`src/rtl/encoder_83_if.sv`:
```
// Request/result bundle for the 8-to-3 priority encoder.
// I/EI flow master->slave; Y/GS/EO flow slave->master.
interface encoder_83_if;
    logic [7:0] I;
    logic       EI;
    logic [2:0] Y;
    logic       GS;
    logic       EO;

    modport master (
        output I,
        output EI,
        input  Y,
        input  GS,
        input  EO
    );

    modport slave (
        input  I,
        input  EI,
        output Y,
        output GS,
        output EO
    );
endinterface

```
`src/rtl/encoder_83.sv`:
```
// Registered 8-to-3 priority encoder with enable and cascade outputs.
// Ports: clk, rst (sync, active-high), bus.I/EI in, bus.Y/GS/EO out.
module encoder_83 #(
    parameter bit REG_IN = 1'b0
) (
    input  logic         clk,
    input  logic         rst,
    encoder_83_if.slave  bus
);

    logic [7:0] req_s;
    logic       en_s;

    // Optional input stage; clears to "disabled" so a reset
    // flushes anything in flight.
    if (REG_IN) begin : g_in_reg
        logic [7:0] i_q;
        logic       ei_q;

        always_ff @(posedge clk) begin
            if (rst) begin
                i_q  <= 8'd0;
                ei_q <= 1'b0;
            end else begin
                i_q  <= bus.I;
                ei_q <= bus.EI;
            end
        end

        assign req_s = i_q;
        assign en_s  = ei_q;
    end else begin : g_in_comb
        assign req_s = bus.I;
        assign en_s  = bus.EI;
    end

    logic [2:0] y_d, y_q;
    logic       gs_d, gs_q;
    logic       eo_d, eo_q;

    // Ascending scan: the last set bit seen is the highest,
    // which gives bit 7 strict priority.
    always_comb begin
        y_d  = 3'd0;
        gs_d = 1'b0;
        eo_d = 1'b0;
        if (en_s) begin
            eo_d = (req_s == 8'd0);
            gs_d = (req_s != 8'd0);
            for (int k = 0; k < 8; k++) begin
                if (req_s[k]) begin
                    y_d = 3'(k);
                end
            end
        end
    end

    always_ff @(posedge clk) begin
        if (rst) begin
            y_q  <= 3'd0;
            gs_q <= 1'b0;
            eo_q <= 1'b0;
        end else begin
            y_q  <= y_d;
            gs_q <= gs_d;
            eo_q <= eo_d;
        end
    end

    assign bus.Y  = y_q;
    assign bus.GS = gs_q;
    assign bus.EO = eo_q;

endmodule

```
`src/flat_wrapper.sv`:
```
// flat-port wrapper written by rule: the top's interface ports become plain ports
module encoder_83_flat 
#(
    parameter bit REG_IN = 1'b0
)
  (clk, rst, bus_I, bus_EI, bus_Y, bus_GS, bus_EO);
  encoder_83_if bus_i ();
  input  logic clk;
  input  logic rst;
  input wire logic [$bits(bus_i.I)-1:0] bus_I;
  input wire logic [$bits(bus_i.EI)-1:0] bus_EI;
  output wire logic [$bits(bus_i.Y)-1:0] bus_Y;
  output wire logic [$bits(bus_i.GS)-1:0] bus_GS;
  output wire logic [$bits(bus_i.EO)-1:0] bus_EO;
  assign bus_i.I = bus_I;
  assign bus_i.EI = bus_EI;
  assign bus_Y = bus_i.Y;
  assign bus_GS = bus_i.GS;
  assign bus_EO = bus_i.EO;
  encoder_83 #(.REG_IN(REG_IN)) u_core (.clk(clk), .rst(rst), .bus(bus_i));
endmodule
```
`config.mk`:
```
export PLATFORM = sky130hd
export DESIGN_NAME = encoder_83_flat
export DESIGN_NICKNAME = d
export VERILOG_FILES = /design/src/rtl/encoder_83_if.sv /design/src/rtl/encoder_83.sv /design/src/flat_wrapper.sv
export SDC_FILE = /design/constraint.sdc
export NUM_CORES = 1
export LEC_CHECK = 0
export CORE_AREA = 2 2 39 41
export CTS_BUF_LIST = sky130_fd_sc_hd__clkbuf_2
export DETAILED_ROUTE_END_ITERATION = 8
export DIE_AREA = 0 0 41 43
export GPL_ROUTABILITY_DRIVEN = 0
export PLACE_DENSITY = 0.54
export SLEW_MARGIN = 20
export SYNTH_ARGS = -nofsm -noshare
export SYNTH_HDL_FRONTEND = slang
export SYNTH_SLANG_ARGS = --single-unit
```
`constraint.sdc`:
```
create_clock -name clk -period 0.8 [get_ports clk]
set_input_delay 0.08 -clock clk [delete_from_list [all_inputs] [get_ports clk]]
set_output_delay 0.08 -clock clk [all_outputs]
set_load 0.02 [all_outputs]
```
# After elaboration in Yosys (flattened, before gate mapping)
# Cells that the tools add are included.
# W data, S select, Z words.
# classes
reduce_logical	3
n_mux	7
n_bitwise	1
# ops
operator	count
$mux W3	4
$logic_not A8 Y1	1
$reduce_bool A8 Y1	1
$mux W2	2
$reduce_or A2 Y1	1
$mux W1	1
$not A1 Y1	1
# totals
regBits	5
inputBits	11

# Depth between registers and ports, before layout
# Gate-level depths: netlist of run 1.
# depth
word_depth	7
mapped_depth	3
ltp_nobuf	3

# Least setup slack after synthesis of run 1
# Ideal clock, no wire load.
# synth_path
kind	input -> register
start	in rst
end	reg u_core.y_q[0] (netlist: u_core.bus.Y[0])
path_slack_ps	163
required_ps	699
path_stages	2
arrival_ps	536
cell_sequence	nand2b_1 o41ai_1
# synth_via
elab_chain_len	1
# synth_lines
element	line	text
start, declared	flat_wrapper.sv:9	input logic rst;
$reduce_or A2 Y1 (no line)	-	
end signal, assigned	encoder_83.sv:64	y_q <= y_d;
end, declared	encoder_83.sv:37	logic [2:0] y_d, y_q;
# No other way between the ends.
# A chain may end at the register's enable or synchronous reset.

# Final worst setup path of run 1
# layout_path
start	reg u_core.gs_q (netlist: u_core.bus.GS)
end	out bus_GS
# layout_rtl
element	line	text
start, declared	encoder_83.sv:38	logic gs_d, gs_q;
start signal, assigned	encoder_83.sv:65	gs_q <= gs_d;
end, declared	flat_wrapper.sv:13	output wire logic [$bits(bus_i.GS)-1:0] bus_GS;
# No word-level cell between the ends.

==> metrics.yaml, run 1 <==
cts_tree: "yes"
start_util_pct: 13.9
stdcell_area_um2: 430
tightest_slew_ns: 0.268
crit_family: "flip-flops"
cts_buffers: 3
peakVddDrop_mv: 0.459
detail_route.vias_per_cell: 4.17
clkTransAtPathRegs_ns: 0.06
placed_cell_area_um2: 378
finalNonFillerCells: 58
hold_buffers: 0
wl_per_cell_um: 9.69
path_buf_inv: 1
antenna_found_initial: 0
grt_use_met3_pct: 0
powerDensity_nw_per_um2: 1470
post-cts-setup-buffer-count: 0
synth_warnings: 0
cp.arrival_ns: 0.67
syn_area_um2: 193
final_nets: 54
n_fill_cell: 152
ys_seq_area_share_pct: 51.9
finalSetupTns_ns: 0
syn_area_per_cell_um2: 9.18
fp.dieW_um: 41
cts_root_buffer: "clkbuf_2"
dp_cells: 54
row_count: 14
setup_ws_ns: 0.0512
drcViolationCount: 0
drt_iter0_drc: 6
crit_fanout: 1
rsz0062_at_grt: "no"
cp.required_ns: 0.72
grt_usage_pct: 8.23
dieArea_um2: 1760
wirelength_um: 562
crit_path_end_kind: "output port"
finalPower_uw: 634
crit_slowest_cell: "dfxtp_1"
ys_ff_latch: 5
post-route-util_pct: 31.1
timing_hold_violations_final: 0
worstSetupPathType: "reg2out"
num_vias: 242
max_freq_mhz: 1340
n_antenna_cell: 0
grt_max_degree: 5
grt_pass1_vias: 217
post-place-ws_ns: -0.368
synth_fp_nets: 32
synthCells: 21
slew_headroom_pct: 82.1
hold-worst-slack_ns: 0.181
hold_path_class: "in2reg"
num_io_pins: 16
area_growth_pct: 123
path_cells: "buf_2"
finalSetupViolations: 0
outcome: "complete, no violations"
slew_viol_final: 0
gr-max-usage-layer: "met4"
startpoint_type: "register"
layout-drive-gt1-share_pct: 47.6
grt_first_pass_wirelength_um: 917
p_leak_nw: 0.222
grt-ovfl-total: 0
cts_max_path_buffers: 2
port_buffers: 15
first_pass_iters: 4
fin_crit_ns: 0.749
maxCapViolCount: 0
use_met1_pct: 10.3
dieHeight_um: 43
htree_levels: 1
grt_use_met2_pct: 10.0
cpPeakStageDelay_ns: 0.31
fin_crit_sh_pct: 93.6
postRouteAntennaNets: 0
core_area_um2: 1380
synth_cell_types: 12
clock-sinks: 5
## cells in the mapped netlist
library cell,number,area share [%]
a21oi_1,3,7.8
inv_1,1,1.9
nand2b_1,1,3.2
and2b_2,1,4.5
nor4_1,1,3.2
dfxtp_1,5,52
nor2_1,4,7.8
o41ai_1,1,4.5
nor4_2,1,6.5
o21ai_0,1,2.6
o21bai_1,1,3.9
nand2_1,1,1.9
## where the power goes
| part | internal [mW] | switching, mW | leakage [nW] |
|---|---|---|---|
| registers | 0.261 | 0.00277 | 0.0413 |
| clock network | 0.132 | 0.0960 | 0.0166 |
| logic | 0.0696 | 0.0723 | 0.164 |
## timing repair
action | in CTS | in global routing
pin swaps | 3 | 1
setup endpoints to repair | 9 | 5
resized for setup | 31 | 11
## kinds of logic after synthesis
kind of cell	count (synthesis)	share of synthesized area (%)
simple gates	9	27.3
flops	5	52.0
buf+inv	1	1.95
compound gates	6	18.8
## final timing paths
kind	startpoint	end	slack, ns	depth (start not counted)
min	bus_I[6]	u_core.bus.Y[0]$_SDFF_PP0_	0.18	2
max	u_core.bus.GS$_SDFF_PP0_	bus_GS	0.05	1
## flip-flops by register name, summed over array words and instances (netlist names)
signal	cells
u_core.bus.EO	1
u_core.bus.Y	3
u_core.bus.GS	1
## final cells by class
cell class | instances | area (um2) | share of cell area [%]
inverters | 1 | 3.75 | 0.872
well taps | 16 | 20.0 | 4.65
clock buffers | 4 | 20.0 | 4.65
repair buffers | 17 | 138 | 32.0
flip-flops and latches | 5 | 100 | 23.3
multi-input cells | 15 | 149 | 34.6
## metal layers
| layer | share of wire, % | up-vias | wire length (um) |
|---|---|---|---|
| met5 | 0 | - | 0 |
| met4 | 3.4 | 0 | 19 |
| met3 | 8.5 | 2 | 48 |
| met2 | 48 | 15 | 271 |
| met1 | 40 | 109 | 222 |
| li1 | - | 116 | - |
## cell usage in the layout (no fill, tap or decap), types with 2 or more instances in the layout
master,synthesis,routed
a21oi_2,0,2
buf_2,0,4
buf_4,0,3
clkbuf_2,0,5
dfxtp_1,5,5
dlygate4sd2_1,0,6
dlymetal6s2s_1,0,3
nor2_1,4,4
Note: power is estimated with default switching activity, not from simulation.
==> run 2, diff against run 1 <==
Settings changed: SLEW_MARGIN 20 to 10.
==> results of run 2 <==
Same layout as run 1: the final DEF is identical, and so are final timing and power.
==> variant 1: new RTL, flow settings as in run 1 <==
`REG_IN` is set to 1'b0 in 2 places; all go to 1'b1.
--- a/src/rtl/encoder_83.sv
+++ b/src/rtl/encoder_83.sv
@@ -1,7 +1,7 @@
 // Registered 8-to-3 priority encoder with enable and cascade outputs.
 // Ports: clk, rst (sync, active-high), bus.I/EI in, bus.Y/GS/EO out.
 module encoder_83 #(
-    parameter bit REG_IN = 1'b0
+    parameter bit REG_IN = 1'b1
 ) (
     input  logic         clk,
     input  logic         rst,
--- a/src/flat_wrapper.sv
+++ b/src/flat_wrapper.sv
@@ -1,7 +1,7 @@
 // flat-port wrapper written by rule: the top's interface ports become plain ports
 module encoder_83_flat 
 #(
-    parameter bit REG_IN = 1'b0
+    parameter bit REG_IN = 1'b1
 )
   (clk, rst, bus_I, bus_EI, bus_Y, bus_GS, bus_EO);
   encoder_83_if bus_i ();
Function: changed (a bounded check fails within 4 cycles, from zero or initial values and one cycle with rst high).
==> variant 1 against run 1 <==
  * The run now ends with setup timing left
  * Synthesized cell count is 86% higher
  * Sequential cell count is 9 higher
  * Routed wire length is 18% higher
  * Setup slack worse by 0.13 ns
  * Clock power is 42% higher
  * Global-route usage is 2.4 points higher
  * Die area stayed put
  * Worst hold slack better by 0.16 ns
  * Synthesized area is 140% higher
  * Via count is 36% higher
  * Final area is 62% higher
  * Power is 95% higher
  * Critical path type is now reg2reg
==> variant 1: results (changes against run 1) <==
[outcome]
status = complete, but fails checks  ; was completed
violations = setup timing

[pwr]
leakage_nw = 0.304  ; was 0.222 nW
peakVddDrop_mv = 0.694  ; was 0.459 mV

[global_route]
grt_first_pass_wirelength_um = 1170  ; was 917 um
globalRouteMet2Util = 0.141  ; was 0.100
track_usage = 0.106  ; was 0.0823
first_global_vias = 309  ; was 217
grt_use_met1 = 0.118  ; was 0.103
met3_usage = 0.0628  ; was 0

[synthesis]
synth_flop_cell = dfxtp_1  ; unchanged
synth_cell_type_count = 13  ; was 12
ys_top_cells_by_count = dfxtp_1, and2b_1, nor2_1, nor2b_1, a21oi_1  ; was dfxtp_1, nor2_1, a21oi_1
syn-num-nets = 50  ; was 32
yosys-top-cells-area = dfxtp_1, and2b_1, nor2b_1, nor4_4, o41ai_2  ; was dfxtp_1, a21oi_1, nor2_1, nor4_2, and2b_2
ys_seq_area_frac = 0.612  ; was 0.519

[worst_hold_path]
whs_path_depth = 2  ; unchanged

[drt]
wl_per_cell_um = 8.58  ; was 9.69 um
drt_pre_antenna_iters = 1  ; was 4
num_vias = 330  ; was 242
first_iter_violations = 0  ; was 6

[cells_and_area]
nFillCells = 134  ; was 152
largest_register_ffs = 8  ; was 3
drive_gt1_frac = 0.393  ; was 0.476
fin_nets = 73  ; was 54

[setup_path]
crit_path_max_incr_delay_ns = 0.36  ; was 0.31 ns
critPathSlowestCell = dfxtp_2  ; was dfxtp_1
cp_max_fo = 3  ; was 1
critical_path_arrival_ns = 1.04  ; was 0.67 ns

[sta]
setup_ws_ns = -0.0811  ; was 0.0512 ns
final.setup.tns_ns = -0.249  ; was 0 ns
slew_headroom = 0.827  ; was 0.821
finalSetupViolCount = 9  ; was 0

==> variant 1: cell types whose count changed after synthesis <==
cell,change
nor2b_1,+4
o41ai_1,-1
dfxtp_1,+9
and2b_1,+6
and2b_2,-1
o41ai_2,+1
nor4_2,-1
nor4_4,+1
nand2b_1,-1
nand2b_4,+1
==> variant 1: layer usage <==
layer,vias to the layer above,routed length [um]
met3,2,66
li1,174,-
met2,16,317
met4,0,14
met1,138,262
met5,-,0
==> variant 1: cell families after synthesis <==
family	synth area share
AOI/OAI and AO/OA	0.0956
buffers and inverters	0.00819
DFF	0.612
and+or+nand+nor	0.284
==> variant 1: final timing paths <==
path / startpoint / endpoint / slack [ns]
setup / recovery: u_core.g_in_reg.i_q[5] / u_core.bus.GS / -0.08
hold / removal: bus_I[6] / u_core.g_in_reg.i_q[6] / 0.34
setup reg to reg: u_core.g_in_reg.i_q[5] / u_core.bus.GS / -0.08
hold reg to reg: u_core.g_in_reg.i_q[4] / u_core.bus.Y[0] / 0.49
==> variant 1: area by class of cell <==
cell class	instances	area share
repair buffers	18	0.261
flip-flops and latches	14	0.420
multi-input cells	24	0.258
inverters	1	0.00537
clock buffers	3	0.0215
clock inverters	1	0.00537
well taps	16	0.0286
==> variant 1: critical path, delay by kind of cell, from the launching register on <==
family,cells,cell delay (ns)
DFF,1,0.36
and+or+nand+nor,1,0.32
AOI/OAI and AO/OA,1,0.10
==> variant 1: repair_timing <==
action | 4_1_cts | 5_1_grt
resized for setup | 36 | 5
endpoints found under the hold margin | 0 | 0
pin swaps | 2 | 2
endpoints found under the setup margin | 9 | 10
==> variant 1: where the power goes <==
| group | switching [mW] | internal [mW] |
|---|---|---|
| Combinational | 0.0471 | 0.106 |
| Sequential | 0.0276 | 0.733 |
| Clock | 0.214 | 0.109 |
| Total | 0.289 | 0.947 |
==> variant 1: metrics by stage <==
stage                     setup WS [ns]  hold WS, ns  cells  area, um2  total power [mW]
after floorplan                 -0.0183        0.152     39        465             0.835
after global placement           -0.213        0.472     73        658             0.920
after detailed placement         -0.242        0.480     73        658             0.925
after CTS                       -0.0938        0.339     77        691              1.25
after global routing             -0.197        0.312     77        699              1.32
final                           -0.0811        0.344     77        699              1.24
==> variant 2: new RTL, settings of run 1 <==
Made on the original files. Reset style: asynchronous (`rst`), changed in 2 clocked blocks.
--- a/src/rtl/encoder_83.sv
+++ b/src/rtl/encoder_83.sv
@@ -17,7 +17,7 @@
         logic [7:0] i_q;
         logic       ei_q;
 
-        always_ff @(posedge clk) begin
+        always_ff @(posedge clk or posedge rst) begin
             if (rst) begin
                 i_q  <= 8'd0;
                 ei_q <= 1'b0;
@@ -55,7 +55,7 @@
         end
     end
 
-    always_ff @(posedge clk) begin
+    always_ff @(posedge clk or posedge rst) begin
         if (rst) begin
             y_q  <= 3'd0;
             gs_q <= 1'b0;
Function: differs if rst is asserted again (counterexample within 4 cycles, from zero or initial values and one cycle with rst high); with rst held inactive, the same outputs for 10 cycles.
==> variant 2 against run 1 <==
  * Power grew 0.85%
  * Setup slack lost 0.047 ns
  * Via count shrank 6.6%
  * Final area grew 0.29%
  * Maximum frequency shrank 5.9%
  * Sequential cell count is the same
  * Final cell count is the same
  * Synthesized area grew 10%
  * Largest cell class is now buffers
  * Routed wire length shrank 2.5%
  * Worst hold slack lost 0.11 ns
==> variant 2: results (changes against run 1) <==
[setup_path]
crit_path_max_incr_delay_ns = 0.38  ; was 0.31 ns
cp_max_fo = 1  ; unchanged
critical_path_arrival_ns = 0.72  ; was 0.67 ns
critPathSlowestCell = dfrtp_1  ; was dfxtp_1

[global_route]
grt_use_met1 = 0.0682  ; was 0.103
grt_first_pass_wirelength_um = 869  ; was 917 um
first_global_vias = 239  ; was 217
track_usage = 0.0816  ; was 0.0823
globalRouteMet2Util = 0.131  ; was 0.100
grt_start_max_net_pins = 6  ; was 5

[drt]
wl_per_cell_um = 9.45  ; was 9.69 um
wl_met3_um = 52  ; was 48 um
top_layer_used = met3  ; was met4
dr_wl_met2_um = 290  ; was 271 um
first_iter_violations = 3  ; was 6
num_vias = 226  ; was 242
drcViolationCount = 0  ; unchanged
drt-met1-wl_um = 205  ; was 222 um
drt_pre_antenna_iters = 3  ; was 4

[clock_tree]
cts_setup_buffers = 0  ; unchanged
cts_resized = 41  ; was 31
clk_pin_slew_worst_paths_ns = 0.05
clock_path_buffers = 2  ; unchanged

[place]
preCtsSetupSlack_ns = -0.378  ; was -0.368 ns
placed_cell_area_um2 = 398  ; was 378 um2

[pwr]
pg_seq_uw = 273  ; was 264 uW
intPower_uw = 473  ; was 463 uW
power_density_mw_per_mm2 = 1480  ; was 1470 mW/mm2
peakVddDrop_mv = 0.318  ; was 0.459 mV
leakage_nw = 0.213  ; was 0.222 nW
clock_net_power_uw = 227

[worst_hold_path]
hold_class = in2async  ; was in2reg

[synthesis]
ys_top_cells_by_count = dfrtp_1, a21oi_1, inv_1, nor2_1, o21ai_0  ; was dfxtp_1, nor2_1, a21oi_1
avgSynthCellArea_um2 = 10.1  ; was 9.18 um2
synth_cell_type_count = 10  ; was 12
yosys.area.top_type = dfrtp_1  ; was dfxtp_1
yosys-top-cells-area = dfrtp_1, a21oi_1, nor4_2, inv_1, nor2_1  ; was dfxtp_1, a21oi_1, nor2_1, nor4_2, and2b_2
ys_seq_area_frac = 0.588  ; was 0.519
async_reset_ff_frac = 1.00  ; was 0

[cells_and_area]
antennaDiodeCount = 0  ; unchanged
drive_gt1_frac = 0.357  ; was 0.476
fin_cells = 58  ; unchanged
fin_nets = 54  ; unchanged

[outcome]
status = completed  ; unchanged

[sta]
hold-worst-slack_ns = 0.0701  ; was 0.181 ns
slew_headroom = 0.800  ; was 0.821

==> variant 2: kinds of logic after synthesis <==
group                  Yosys count  synth area share
AO/OA/AOI/OAI                    6             0.159
buffers and inverters            3            0.0529
flip-flops                       5             0.588
AND/OR/NAND/NOR                  7             0.200
==> variant 2: worst max path at each step <==
stage                    start       endpoint  slack (ns)
6_report       u_core.bus.Y[2]       bus_Y[2]       0.004
5_1_grt          u_core.bus.GS         bus_GS       -0.04
4_1_cts        u_core.bus.Y[2]       bus_Y[2]       -0.01
3_5_place_dp          bus_I[6]  u_core.bus.EO       -0.38
3_3_place_gp          bus_I[6]  u_core.bus.EO       -0.39
2_1_floorplan         bus_I[5]  u_core.bus.EO        0.17
==> variant 2: area by class of cell <==
class	instances	area [um2]
Clock buffer	4	20.0
Sequential cell	5	125
Timing Repair Buffer	17	161
Multi-Input combinational cell	13	93.8
Tap cell	16	20.0
Inverter	3	11.3
Fill cell	160	952
